===== src/rtl/id_decode_stage.sv =====
// id_decode_stage: RV32I decode pipeline stage feeding the execute-stage ALU.
// Fetch hands over instr/pc_in on a valid/ready handshake. The stage decodes the
// instruction combinationally and registers the bundle towards execute.
// Optional feature macro: ID_SKID_BUFFER_EN adds a second (skid) entry, so
// in_ready becomes a flop with no combinational path from out_ready.
// ALU operation codes come from the ALUCTRL_* macros. The fallback encoding
// below is used only when alu_control_def.v has not been read in first.

`ifndef ALUCTRL_ADD
`define ALUCTRL_ADD   5'd0
`define ALUCTRL_SUB   5'd1
`define ALUCTRL_SLL   5'd2
`define ALUCTRL_SLT   5'd3
`define ALUCTRL_SLTU  5'd4
`define ALUCTRL_XOR   5'd5
`define ALUCTRL_SRL   5'd6
`define ALUCTRL_SRA   5'd7
`define ALUCTRL_OR    5'd8
`define ALUCTRL_AND   5'd9
`define ALUCTRL_BEQ   5'd10
`define ALUCTRL_BNE   5'd11
`define ALUCTRL_BLT   5'd12
`define ALUCTRL_BGE   5'd13
`define ALUCTRL_BLTU  5'd14
`define ALUCTRL_BGEU  5'd15
`define ALUCTRL_JAL   5'd16
`define ALUCTRL_JALR  5'd17
`define ALUCTRL_AUIPC 5'd18
`endif

module id_decode_stage #(
  parameter int XLEN      = 32,
  parameter int CTRL_BITS = 5
) (
  input  logic                 clk,
  input  logic                 rst,
  input  logic                 in_valid,
  output logic                 in_ready,
  input  logic [XLEN-1:0]      instr,
  input  logic [XLEN-1:0]      pc_in,
  input  logic                 flush,
  output logic                 out_valid,
  input  logic                 out_ready,
  output logic [XLEN-1:0]      pc_out,
  output logic [CTRL_BITS-1:0] alu_ctrl,
  output logic                 alu_pcsrc,
  output logic                 alu_immsrc,
  output logic [XLEN-1:0]      imm,
  output logic [4:0]           rs1,
  output logic [4:0]           rs2,
  output logic [4:0]           rd,
  output logic                 reg_wen,
  output logic                 mem_ren,
  output logic                 mem_wen,
  output logic [2:0]           mem_funct3,
  output logic                 illegal
);

  localparam logic [CTRL_BITS-1:0] C_ADD   = CTRL_BITS'(`ALUCTRL_ADD);
  localparam logic [CTRL_BITS-1:0] C_SUB   = CTRL_BITS'(`ALUCTRL_SUB);
  localparam logic [CTRL_BITS-1:0] C_SLL   = CTRL_BITS'(`ALUCTRL_SLL);
  localparam logic [CTRL_BITS-1:0] C_SLT   = CTRL_BITS'(`ALUCTRL_SLT);
  localparam logic [CTRL_BITS-1:0] C_SLTU  = CTRL_BITS'(`ALUCTRL_SLTU);
  localparam logic [CTRL_BITS-1:0] C_XOR   = CTRL_BITS'(`ALUCTRL_XOR);
  localparam logic [CTRL_BITS-1:0] C_SRL   = CTRL_BITS'(`ALUCTRL_SRL);
  localparam logic [CTRL_BITS-1:0] C_SRA   = CTRL_BITS'(`ALUCTRL_SRA);
  localparam logic [CTRL_BITS-1:0] C_OR    = CTRL_BITS'(`ALUCTRL_OR);
  localparam logic [CTRL_BITS-1:0] C_AND   = CTRL_BITS'(`ALUCTRL_AND);
  localparam logic [CTRL_BITS-1:0] C_BEQ   = CTRL_BITS'(`ALUCTRL_BEQ);
  localparam logic [CTRL_BITS-1:0] C_BNE   = CTRL_BITS'(`ALUCTRL_BNE);
  localparam logic [CTRL_BITS-1:0] C_BLT   = CTRL_BITS'(`ALUCTRL_BLT);
  localparam logic [CTRL_BITS-1:0] C_BGE   = CTRL_BITS'(`ALUCTRL_BGE);
  localparam logic [CTRL_BITS-1:0] C_BLTU  = CTRL_BITS'(`ALUCTRL_BLTU);
  localparam logic [CTRL_BITS-1:0] C_BGEU  = CTRL_BITS'(`ALUCTRL_BGEU);
  localparam logic [CTRL_BITS-1:0] C_JAL   = CTRL_BITS'(`ALUCTRL_JAL);
  localparam logic [CTRL_BITS-1:0] C_JALR  = CTRL_BITS'(`ALUCTRL_JALR);
  localparam logic [CTRL_BITS-1:0] C_AUIPC = CTRL_BITS'(`ALUCTRL_AUIPC);

  localparam logic [6:0] OPC_OP     = 7'b0110011;
  localparam logic [6:0] OPC_OPIMM  = 7'b0010011;
  localparam logic [6:0] OPC_LOAD   = 7'b0000011;
  localparam logic [6:0] OPC_STORE  = 7'b0100011;
  localparam logic [6:0] OPC_BRANCH = 7'b1100011;
  localparam logic [6:0] OPC_JAL    = 7'b1101111;
  localparam logic [6:0] OPC_JALR   = 7'b1100111;
  localparam logic [6:0] OPC_AUIPC  = 7'b0010111;
  localparam logic [6:0] OPC_LUI    = 7'b0110111;
  localparam logic [6:0] OPC_FENCE  = 7'b0001111;

  typedef struct packed {
    logic [XLEN-1:0]      pc;
    logic [CTRL_BITS-1:0] alu_ctrl;
    logic                 pcsrc;
    logic                 immsrc;
    logic [XLEN-1:0]      imm;
    logic [4:0]           rs1;
    logic [4:0]           rs2;
    logic [4:0]           rd;
    logic                 reg_wen;
    logic                 mem_ren;
    logic                 mem_wen;
    logic [2:0]           mem_funct3;
    logic                 illegal;
  } bundle_t;

  // Cleared bundle: a NOP (ADD) with every enable low.
  function automatic bundle_t clear_bundle();
    bundle_t b;
    b          = '0;
    b.alu_ctrl = C_ADD;
    return b;
  endfunction

  // Register/immediate ALU operation from funct3; alt selects SUB/SRA.
  function automatic logic [CTRL_BITS-1:0] alu_op(input logic [2:0] f3, input logic alt);
    logic [CTRL_BITS-1:0] op;
    case (f3)
      3'b000:  op = alt ? C_SUB : C_ADD;
      3'b001:  op = C_SLL;
      3'b010:  op = C_SLT;
      3'b011:  op = C_SLTU;
      3'b100:  op = C_XOR;
      3'b101:  op = alt ? C_SRA : C_SRL;
      3'b110:  op = C_OR;
      3'b111:  op = C_AND;
      default: op = C_ADD;
    endcase
    return op;
  endfunction

  logic [6:0]      opcode;
  logic [2:0]      funct3;
  logic [6:0]      funct7;
  logic [XLEN-1:0] imm_i;
  logic [XLEN-1:0] imm_s;
  logic [XLEN-1:0] imm_b;
  logic [XLEN-1:0] imm_j;
  logic [XLEN-1:0] imm_u;
  logic [XLEN-1:0] imm_sh;

  assign opcode = instr[6:0];
  assign funct3 = instr[14:12];
  assign funct7 = instr[31:25];
  assign imm_i  = XLEN'($signed(instr[31:20]));
  assign imm_s  = XLEN'($signed({instr[31:25], instr[11:7]}));
  assign imm_b  = XLEN'($signed({instr[31], instr[7], instr[30:25], instr[11:8], 1'b0}));
  assign imm_j  = XLEN'($signed({instr[31], instr[19:12], instr[20], instr[30:21], 1'b0}));
  assign imm_u  = XLEN'($signed({instr[31:12], 12'h000}));
  assign imm_sh = XLEN'(instr[24:20]);

  bundle_t dec_bundle;
  logic    dec_bad;

  // Combinational decode of the incoming instruction into an execute bundle.
  always_comb begin
    dec_bundle    = clear_bundle();
    dec_bundle.pc = pc_in;
    dec_bad       = 1'b0;
    case (opcode)
      OPC_OP: begin
        dec_bundle.rs1     = instr[19:15];
        dec_bundle.rs2     = instr[24:20];
        dec_bundle.rd      = instr[11:7];
        dec_bundle.reg_wen = 1'b1;
        if (funct7 == 7'b0000000) begin
          dec_bundle.alu_ctrl = alu_op(funct3, 1'b0);
        end else if ((funct7 == 7'b0100000) && ((funct3 == 3'b000) || (funct3 == 3'b101))) begin
          dec_bundle.alu_ctrl = alu_op(funct3, 1'b1);
        end else begin
          dec_bad = 1'b1;
        end
      end
      OPC_OPIMM: begin
        dec_bundle.immsrc  = 1'b1;
        dec_bundle.rs1     = instr[19:15];
        dec_bundle.rd      = instr[11:7];
        dec_bundle.reg_wen = 1'b1;
        case (funct3)
          3'b001: begin
            dec_bundle.imm      = imm_sh;
            dec_bundle.alu_ctrl = C_SLL;
            dec_bad             = (funct7 != 7'b0000000);
          end
          3'b101: begin
            dec_bundle.imm = imm_sh;
            if (funct7 == 7'b0000000) begin
              dec_bundle.alu_ctrl = C_SRL;
            end else if (funct7 == 7'b0100000) begin
              dec_bundle.alu_ctrl = C_SRA;
            end else begin
              dec_bad = 1'b1;
            end
          end
          default: begin
            dec_bundle.imm      = imm_i;
            dec_bundle.alu_ctrl = alu_op(funct3, 1'b0);
          end
        endcase
      end
      OPC_LOAD: begin
        dec_bundle.immsrc     = 1'b1;
        dec_bundle.imm        = imm_i;
        dec_bundle.rs1        = instr[19:15];
        dec_bundle.rd         = instr[11:7];
        dec_bundle.reg_wen    = 1'b1;
        dec_bundle.mem_ren    = 1'b1;
        dec_bundle.mem_funct3 = funct3;
        dec_bad = (funct3 == 3'b011) || (funct3 == 3'b110) || (funct3 == 3'b111);
      end
      OPC_STORE: begin
        dec_bundle.immsrc     = 1'b1;
        dec_bundle.imm        = imm_s;
        dec_bundle.rs1        = instr[19:15];
        dec_bundle.rs2        = instr[24:20];
        dec_bundle.mem_wen    = 1'b1;
        dec_bundle.mem_funct3 = funct3;
        dec_bad = (funct3 > 3'b010);
      end
      OPC_BRANCH: begin
        dec_bundle.imm = imm_b;
        dec_bundle.rs1 = instr[19:15];
        dec_bundle.rs2 = instr[24:20];
        case (funct3)
          3'b000:  dec_bundle.alu_ctrl = C_BEQ;
          3'b001:  dec_bundle.alu_ctrl = C_BNE;
          3'b100:  dec_bundle.alu_ctrl = C_BLT;
          3'b101:  dec_bundle.alu_ctrl = C_BGE;
          3'b110:  dec_bundle.alu_ctrl = C_BLTU;
          3'b111:  dec_bundle.alu_ctrl = C_BGEU;
          default: dec_bad = 1'b1;
        endcase
      end
      OPC_JAL: begin
        dec_bundle.alu_ctrl = C_JAL;
        dec_bundle.pcsrc    = 1'b1;
        dec_bundle.immsrc   = 1'b1;
        dec_bundle.imm      = imm_j;
        dec_bundle.rd       = instr[11:7];
        dec_bundle.reg_wen  = 1'b1;
      end
      OPC_JALR: begin
        dec_bundle.alu_ctrl = C_JALR;
        dec_bundle.pcsrc    = 1'b1;
        dec_bundle.immsrc   = 1'b1;
        dec_bundle.imm      = imm_i;
        dec_bundle.rs1      = instr[19:15];
        dec_bundle.rd       = instr[11:7];
        dec_bundle.reg_wen  = 1'b1;
        dec_bad             = (funct3 != 3'b000);
      end
      OPC_AUIPC: begin
        dec_bundle.alu_ctrl = C_AUIPC;
        dec_bundle.pcsrc    = 1'b1;
        dec_bundle.immsrc   = 1'b1;
        dec_bundle.imm      = imm_u;
        dec_bundle.rd       = instr[11:7];
        dec_bundle.reg_wen  = 1'b1;
      end
      OPC_LUI: begin
        // rs1 stays 0 so the ALU computes x0 + imm.
        dec_bundle.immsrc  = 1'b1;
        dec_bundle.imm     = imm_u;
        dec_bundle.rd      = instr[11:7];
        dec_bundle.reg_wen = 1'b1;
      end
      OPC_FENCE: begin
        dec_bundle.alu_ctrl = C_ADD;
      end
      default: begin
        dec_bad = 1'b1;
      end
    endcase
    // Anything undecodable collapses to a flagged NOP so nothing downstream fires.
    if (dec_bad) begin
      dec_bundle         = clear_bundle();
      dec_bundle.pc      = pc_in;
      dec_bundle.illegal = 1'b1;
    end else begin
      dec_bundle.illegal = 1'b0;
    end
  end

  bundle_t bundle_q, bundle_d;
  logic    out_valid_q, out_valid_d;
  logic    accept;

`ifdef ID_SKID_BUFFER_EN
  bundle_t skid_q, skid_d;
  logic    skid_valid_q, skid_valid_d;
  logic    in_ready_q, in_ready_d;

  assign in_ready = in_ready_q;
  assign accept   = in_valid && in_ready_q && !flush;

  // Two-entry pipe: the skid entry catches an accept during a stall and drains first.
  always_comb begin
    bundle_d     = bundle_q;
    out_valid_d  = out_valid_q;
    skid_d       = skid_q;
    skid_valid_d = skid_valid_q;
    if (flush) begin
      out_valid_d  = 1'b0;
      skid_valid_d = 1'b0;
    end else if (!out_valid_q || out_ready) begin
      if (skid_valid_q) begin
        bundle_d     = skid_q;
        out_valid_d  = 1'b1;
        skid_valid_d = 1'b0;
      end else if (accept) begin
        bundle_d    = dec_bundle;
        out_valid_d = 1'b1;
      end else begin
        out_valid_d = 1'b0;
      end
    end else begin
      if (accept) begin
        skid_d       = dec_bundle;
        skid_valid_d = 1'b1;
      end else begin
        skid_valid_d = skid_valid_q;
      end
    end
    in_ready_d = !skid_valid_d;
  end

  // State registers for the output entry, the skid entry and registered in_ready.
  always_ff @(posedge clk) begin
    if (rst) begin
      bundle_q     <= clear_bundle();
      out_valid_q  <= 1'b0;
      skid_q       <= clear_bundle();
      skid_valid_q <= 1'b0;
      in_ready_q   <= 1'b1;
    end else begin
      bundle_q     <= bundle_d;
      out_valid_q  <= out_valid_d;
      skid_q       <= skid_d;
      skid_valid_q <= skid_valid_d;
      in_ready_q   <= in_ready_d;
    end
  end
`else
  assign in_ready = !out_valid_q || out_ready;
  assign accept   = in_valid && in_ready && !flush;

  // Single output register: flush kills, accept replaces, consume empties, else hold.
  always_comb begin
    bundle_d    = bundle_q;
    out_valid_d = out_valid_q;
    if (flush) begin
      out_valid_d = 1'b0;
    end else if (accept) begin
      bundle_d    = dec_bundle;
      out_valid_d = 1'b1;
    end else if (out_ready) begin
      out_valid_d = 1'b0;
    end else begin
      out_valid_d = out_valid_q;
    end
  end

  // State registers for the output bundle.
  always_ff @(posedge clk) begin
    if (rst) begin
      bundle_q    <= clear_bundle();
      out_valid_q <= 1'b0;
    end else begin
      bundle_q    <= bundle_d;
      out_valid_q <= out_valid_d;
    end
  end
`endif

  assign out_valid  = out_valid_q;
  assign pc_out     = bundle_q.pc;
  assign alu_ctrl   = bundle_q.alu_ctrl;
  assign alu_pcsrc  = bundle_q.pcsrc;
  assign alu_immsrc = bundle_q.immsrc;
  assign imm        = bundle_q.imm;
  assign rs1        = bundle_q.rs1;
  assign rs2        = bundle_q.rs2;
  assign rd         = bundle_q.rd;
  assign reg_wen    = bundle_q.reg_wen;
  assign mem_ren    = bundle_q.mem_ren;
  assign mem_wen    = bundle_q.mem_wen;
  assign mem_funct3 = bundle_q.mem_funct3;
  assign illegal    = bundle_q.illegal;

endmodule


===== config.mk =====
export PLATFORM = sky130hd
export DESIGN_NAME = id_decode_stage
export DESIGN_NICKNAME = d
export VERILOG_FILES = /design/src/rtl/id_decode_stage.sv
export SDC_FILE = /design/constraint.sdc
export NUM_CORES = 1
export LEC_CHECK = 0
export ABC_AREA = 1
export BUFFER_PORTS_ARGS = -buffer_cell sky130_fd_sc_hd__clkbuf_2
export CAP_MARGIN = 0
export CORE_UTILIZATION = 25
export CTS_CLUSTER_SIZE = 40
export DETAILED_ROUTE_END_ITERATION = 12
export PLACE_DENSITY = 0.44
export REMOVE_ABC_BUFFERS = 1
export SLEW_MARGIN = 10
export SYNTH_ARGS = -nofsm -noshare
export SYNTH_HDL_FRONTEND = slang
export SYNTH_SLANG_ARGS = --single-unit

===== constraint.sdc =====
create_clock -name clk -period 1.73 [get_ports clk]
set_input_delay 0.173 -clock clk [delete_from_list [all_inputs] [get_ports clk]]
set_output_delay 0.173 -clock clk [all_outputs]
set_load 0.05 [all_outputs]

==> metrics.md <==
| Metric | Value |
|---|---|
| Die W | `143 um` |
| Detailed placer's ending HPWL | `12.3 mm` |
| Final setup slack of the worst path | `215 ps` |
| I/O Buffers | `163` |
| Number of fillers in the final layout | `2,196` |
| Number of gates resized after cts | `0` |
| CP required | `2010 ps` |
| Path category of the worst min-delay check | `primary input to register` |
| Antenna diode count | `0` |
| Cell variety after synth | `28` |
| Overall power after layout | `5.03 mW` |
| Proportion of layout cells with a drive suffix above 1 | `30.2%` |
| Share of power burned in combinational logic | `16.0%` |
| Outcome | `finished clean` |
| Clock tree sinks | `94` |
| Number of H-tree levels | `3` |
| Overall track demand over capacity in global routing | `16.3%` |
| Cell area power density | `749 nW/um^2` |
| Count of TritonRoute iterations in the first routing pass | `6` |
| Area occupied by multi-input gates | `2630 sq um` |
| Warning count from the yosys run | `0` |
| Post-Syn Instances | `728` |
| Register cell area after layout | `1880 sq um` |
| Switching share of total power | `30.9%` |
| Maximum clock frequency | `0.660 GHz` |
| Unrepaired setup endpoints after global routing | `false` |
| Weighted congestion reported at the end of routability-driven placement | `0.808` |
| Clock insertion delay at the later pin of the skew report | `350 ps` |
| Global-route wire length before repair | `25.8 mm` |
| Antenna violation net count after detailed routing | `0` |
| Drt wl/cell | `13.7 um` |
| Maximum number of pins on one net before global-route repair | `48` |
| Remaining Overflow, GRT | `0` |
| Number of hold violations in the final report | `0` |
| Count of routing violations after the opening detailed-route iteration | `181` |
| Internal power component | `3.47 mW` |
| Fraction of synthesis flops using an asynchronous set or reset pin | `0%` |
| Total CTS buffers | `9` |
| Number of flip-flops and latches in the synthesized netlist | `94` |
| CORE AREA | `19,400 sq um` |
| Number of global-route vias before repair | `4,900` |
| Leakage power of the design | `3.19 nW` |
| Area of the die | `20,400 sq um` |
| Antenna violations before repair | `0` |
| Buffer type at the clock tree root | `sky130_fd_sc_hd__clkbuf_16` |
| Worst-case reg-to-reg path depth | `7` |
| Top_reg_cell synth | `sky130_fd_sc_hd__dfxtp_1` |
| Hold-critical path depth | `2` |
| Maximum fanout along the worst path | `9` |
| Pre-CTS setup slack | `-51.2 ps` |
| Path type of the worst setup path | `register to register` |
| Count of vias placed by the detailed router | `5,220` |
| Largest vdd supply drop | `514 uV` |
| Buffers from clock root to sink, at most | `2` |
| Number of I/O pins | `164` |
| Area of the mapped netlist | `4950 sq um` |
| CTS tree | `done` |
| Part of the total power dissipated in the clock network | `39.5%` |
| Element type at the critical path start | `register` |
| Switch Pwr | `1.56 mW` |
| Number of failing setup endpoints in the final timing report | `0` |
| Post-CTS setup-driven buffer insertion count | `0` |
| Power share of the sequential group | `44.5%` |
| Register area share after synthesis | `38.0%` |
| Measured slew at the worst slew-check pin | `456 ps` |
| Layout Skew | `4.93 ps` |
| Remaining DRCs | `0` |
| Via/cell ratio | `4.39` |
| Clock edge transition at the registers on the reported setup and hold paths | `70 ps` |
| Die Span Y | `143 um` |
| Post-CTS Hold Fix Bufs | `0` |
| P&R area growth vs syn | `35.7%` |
| Number of max-slew violations in the final report | `0` |
| Max-Slew Margin vs Limit | `69.6%` |
| Count of flip-flops with a built-in enable after synthesis | `0` |
| Total number of nets in the final design | `998` |
| Period minus WS final | `1520 ps` |
| CP Data Arrival Time | `1800 ps` |
| Row count | `51` |
| Initial Utilization | `25.5%` |
| Post-synthesis area per instance | `6.80 sq um` |
| Final clock period utilization by the worst path | `87.6%` |
| Max Cap Viol | `0` |
| Final wirelength | `16.3 mm` |
| Endpoint type of the worst setup path | `register` |
## cell type report
class,count,area share [%]
inverter,53,2.98
clock inverter,7,1.01
tap,265,4.94
clock buffer,9,3.35
sequential,94,28.0
multi-input combinational,533,39.2
timing repair buffer,228,20.5
## flip-flops by register name, summed over array words and instances, names as in the netlist, 3 cells and up
| signal | cells |
|---|---|
| rs1 | 5 |
| alu_ctrl | 5 |
| mem_funct3 | 3 |
| imm | 32 |
| pc_out | 32 |
| rd | 5 |
| rs2 | 5 |
## cell families (layout without fill, tap and decap cells)
family / count (synthesis) / count (layout) / share of synthesized area (%)
buf+inv: 101 / 297 / 8.90
flops: 94 / 94 / 38.0
simple gates: 380 / 380 / 35.7
fa+ha+maj: 10 / 10 / 2.53
compound gates: 143 / 143 / 14.8
## cell usage in the layout (no fill, tap or decap), types with 2 or more instances in the layout
cell type	n
sky130_fd_sc_hd__nand3b_1	10
sky130_fd_sc_hd__nand4_1	13
sky130_fd_sc_hd__inv_2	6
sky130_fd_sc_hd__nand3_2	12
sky130_fd_sc_hd__a21oi_1	79
sky130_fd_sc_hd__nor3_1	2
sky130_fd_sc_hd__clkbuf_16	9
sky130_fd_sc_hd__buf_4	59
sky130_fd_sc_hd__nand2_4	4
sky130_fd_sc_hd__ha_1	10
sky130_fd_sc_hd__buf_12	6
sky130_fd_sc_hd__nor2_1	110
sky130_fd_sc_hd__nand3_1	84
sky130_fd_sc_hd__nand2_2	5
sky130_fd_sc_hd__inv_1	44
sky130_fd_sc_hd__o21ai_0	57
sky130_fd_sc_hd__nand2_1	133
sky130_fd_sc_hd__a21boi_0	5
sky130_fd_sc_hd__nor2_4	3
sky130_fd_sc_hd__nor2_2	2
sky130_fd_sc_hd__clkinv_1	2
sky130_fd_sc_hd__inv_6	3
sky130_fd_sc_hd__dfxtp_1	94
sky130_fd_sc_hd__clkinv_2	2
sky130_fd_sc_hd__clkbuf_2	163
## final timing paths
path | end | slack (ps) | startpoint
setup / recovery | rd[4] | 210 | out_valid
hold / removal | out_valid | 20 | flush
setup reg to reg | rd[4] | 210 | out_valid
hold reg to reg | mem_ren | 460 | mem_ren
## power by group through the flow
| stage | sequential (mW) | clock, mW | combinational (mW) |
|---|---|---|---|
| floorplan | 2.48 | 0 | 0.250 |
| global placement | 2.29 | 0 | 0.815 |
| detailed placement | 2.29 | 0 | 0.812 |
| CTS | 2.24 | 2.07 | 0.814 |
| global route | 2.25 | 2.17 | 0.879 |
| finish | 2.24 | 1.99 | 0.804 |
## per-layer routing
metal / up-vias / share of wire [%] / global-route usage [%]
met5: - / 0 / 0
met4: 0 / 0.83 / 3.90
met3: 11 / 5.7 / 3.62
met2: 125 / 45 / 26.9
met1: 2309 / 49 / 21.4
li1: 2775 / - / -
## critical path, cell delays in order (launching register included)
cell	delay (ps)
sky130_fd_sc_hd__dfxtp_1	310
sky130_fd_sc_hd__inv_1	40
sky130_fd_sc_hd__nor2_1	60
sky130_fd_sc_hd__nor3_2	200
sky130_fd_sc_hd__inv_2	160
sky130_fd_sc_hd__a21oi_1	400
sky130_fd_sc_hd__nand3_1	130
sky130_fd_sc_hd__a21oi_1	130
## cells in the mapped netlist, drive strengths merged, types with 5 or more instances
cell type  number  area share (%)
a21boi          5            0.76
a21oi          79             8.0
buf            14             2.3
clkbuf         34             2.6
dfxtp          94              38
ha             10             2.5
inv            50             3.8
nand2         142              12
nand3          96              11
nand3b         10             1.5
nand4          13             1.6
nor2          116             9.7
o21ai          57             5.8
## stage by stage
| step | cell area [sq um] | cells | TNS [ps] | utilization (%) | hold WS (ps) |
|---|---|---|---|---|---|
| floorplan | 4710 | 680 | -644730 | - | 242 |
| global route | 6720 | 1189 | 0 | 34.6 | 9.54 |
| finish | 6720 | 1189 | 0 | 34.6 | 24.0 |
| CTS | 6720 | 1189 | 0 | 34.6 | 9.60 |
| detailed placement | 6420 | 1173 | -463 | 33.1 | 392 |
| global placement | 6420 | 1173 | -12.4 | 33.1 | 379 |
No activity file was read; power rests on OpenSTA's default activity.
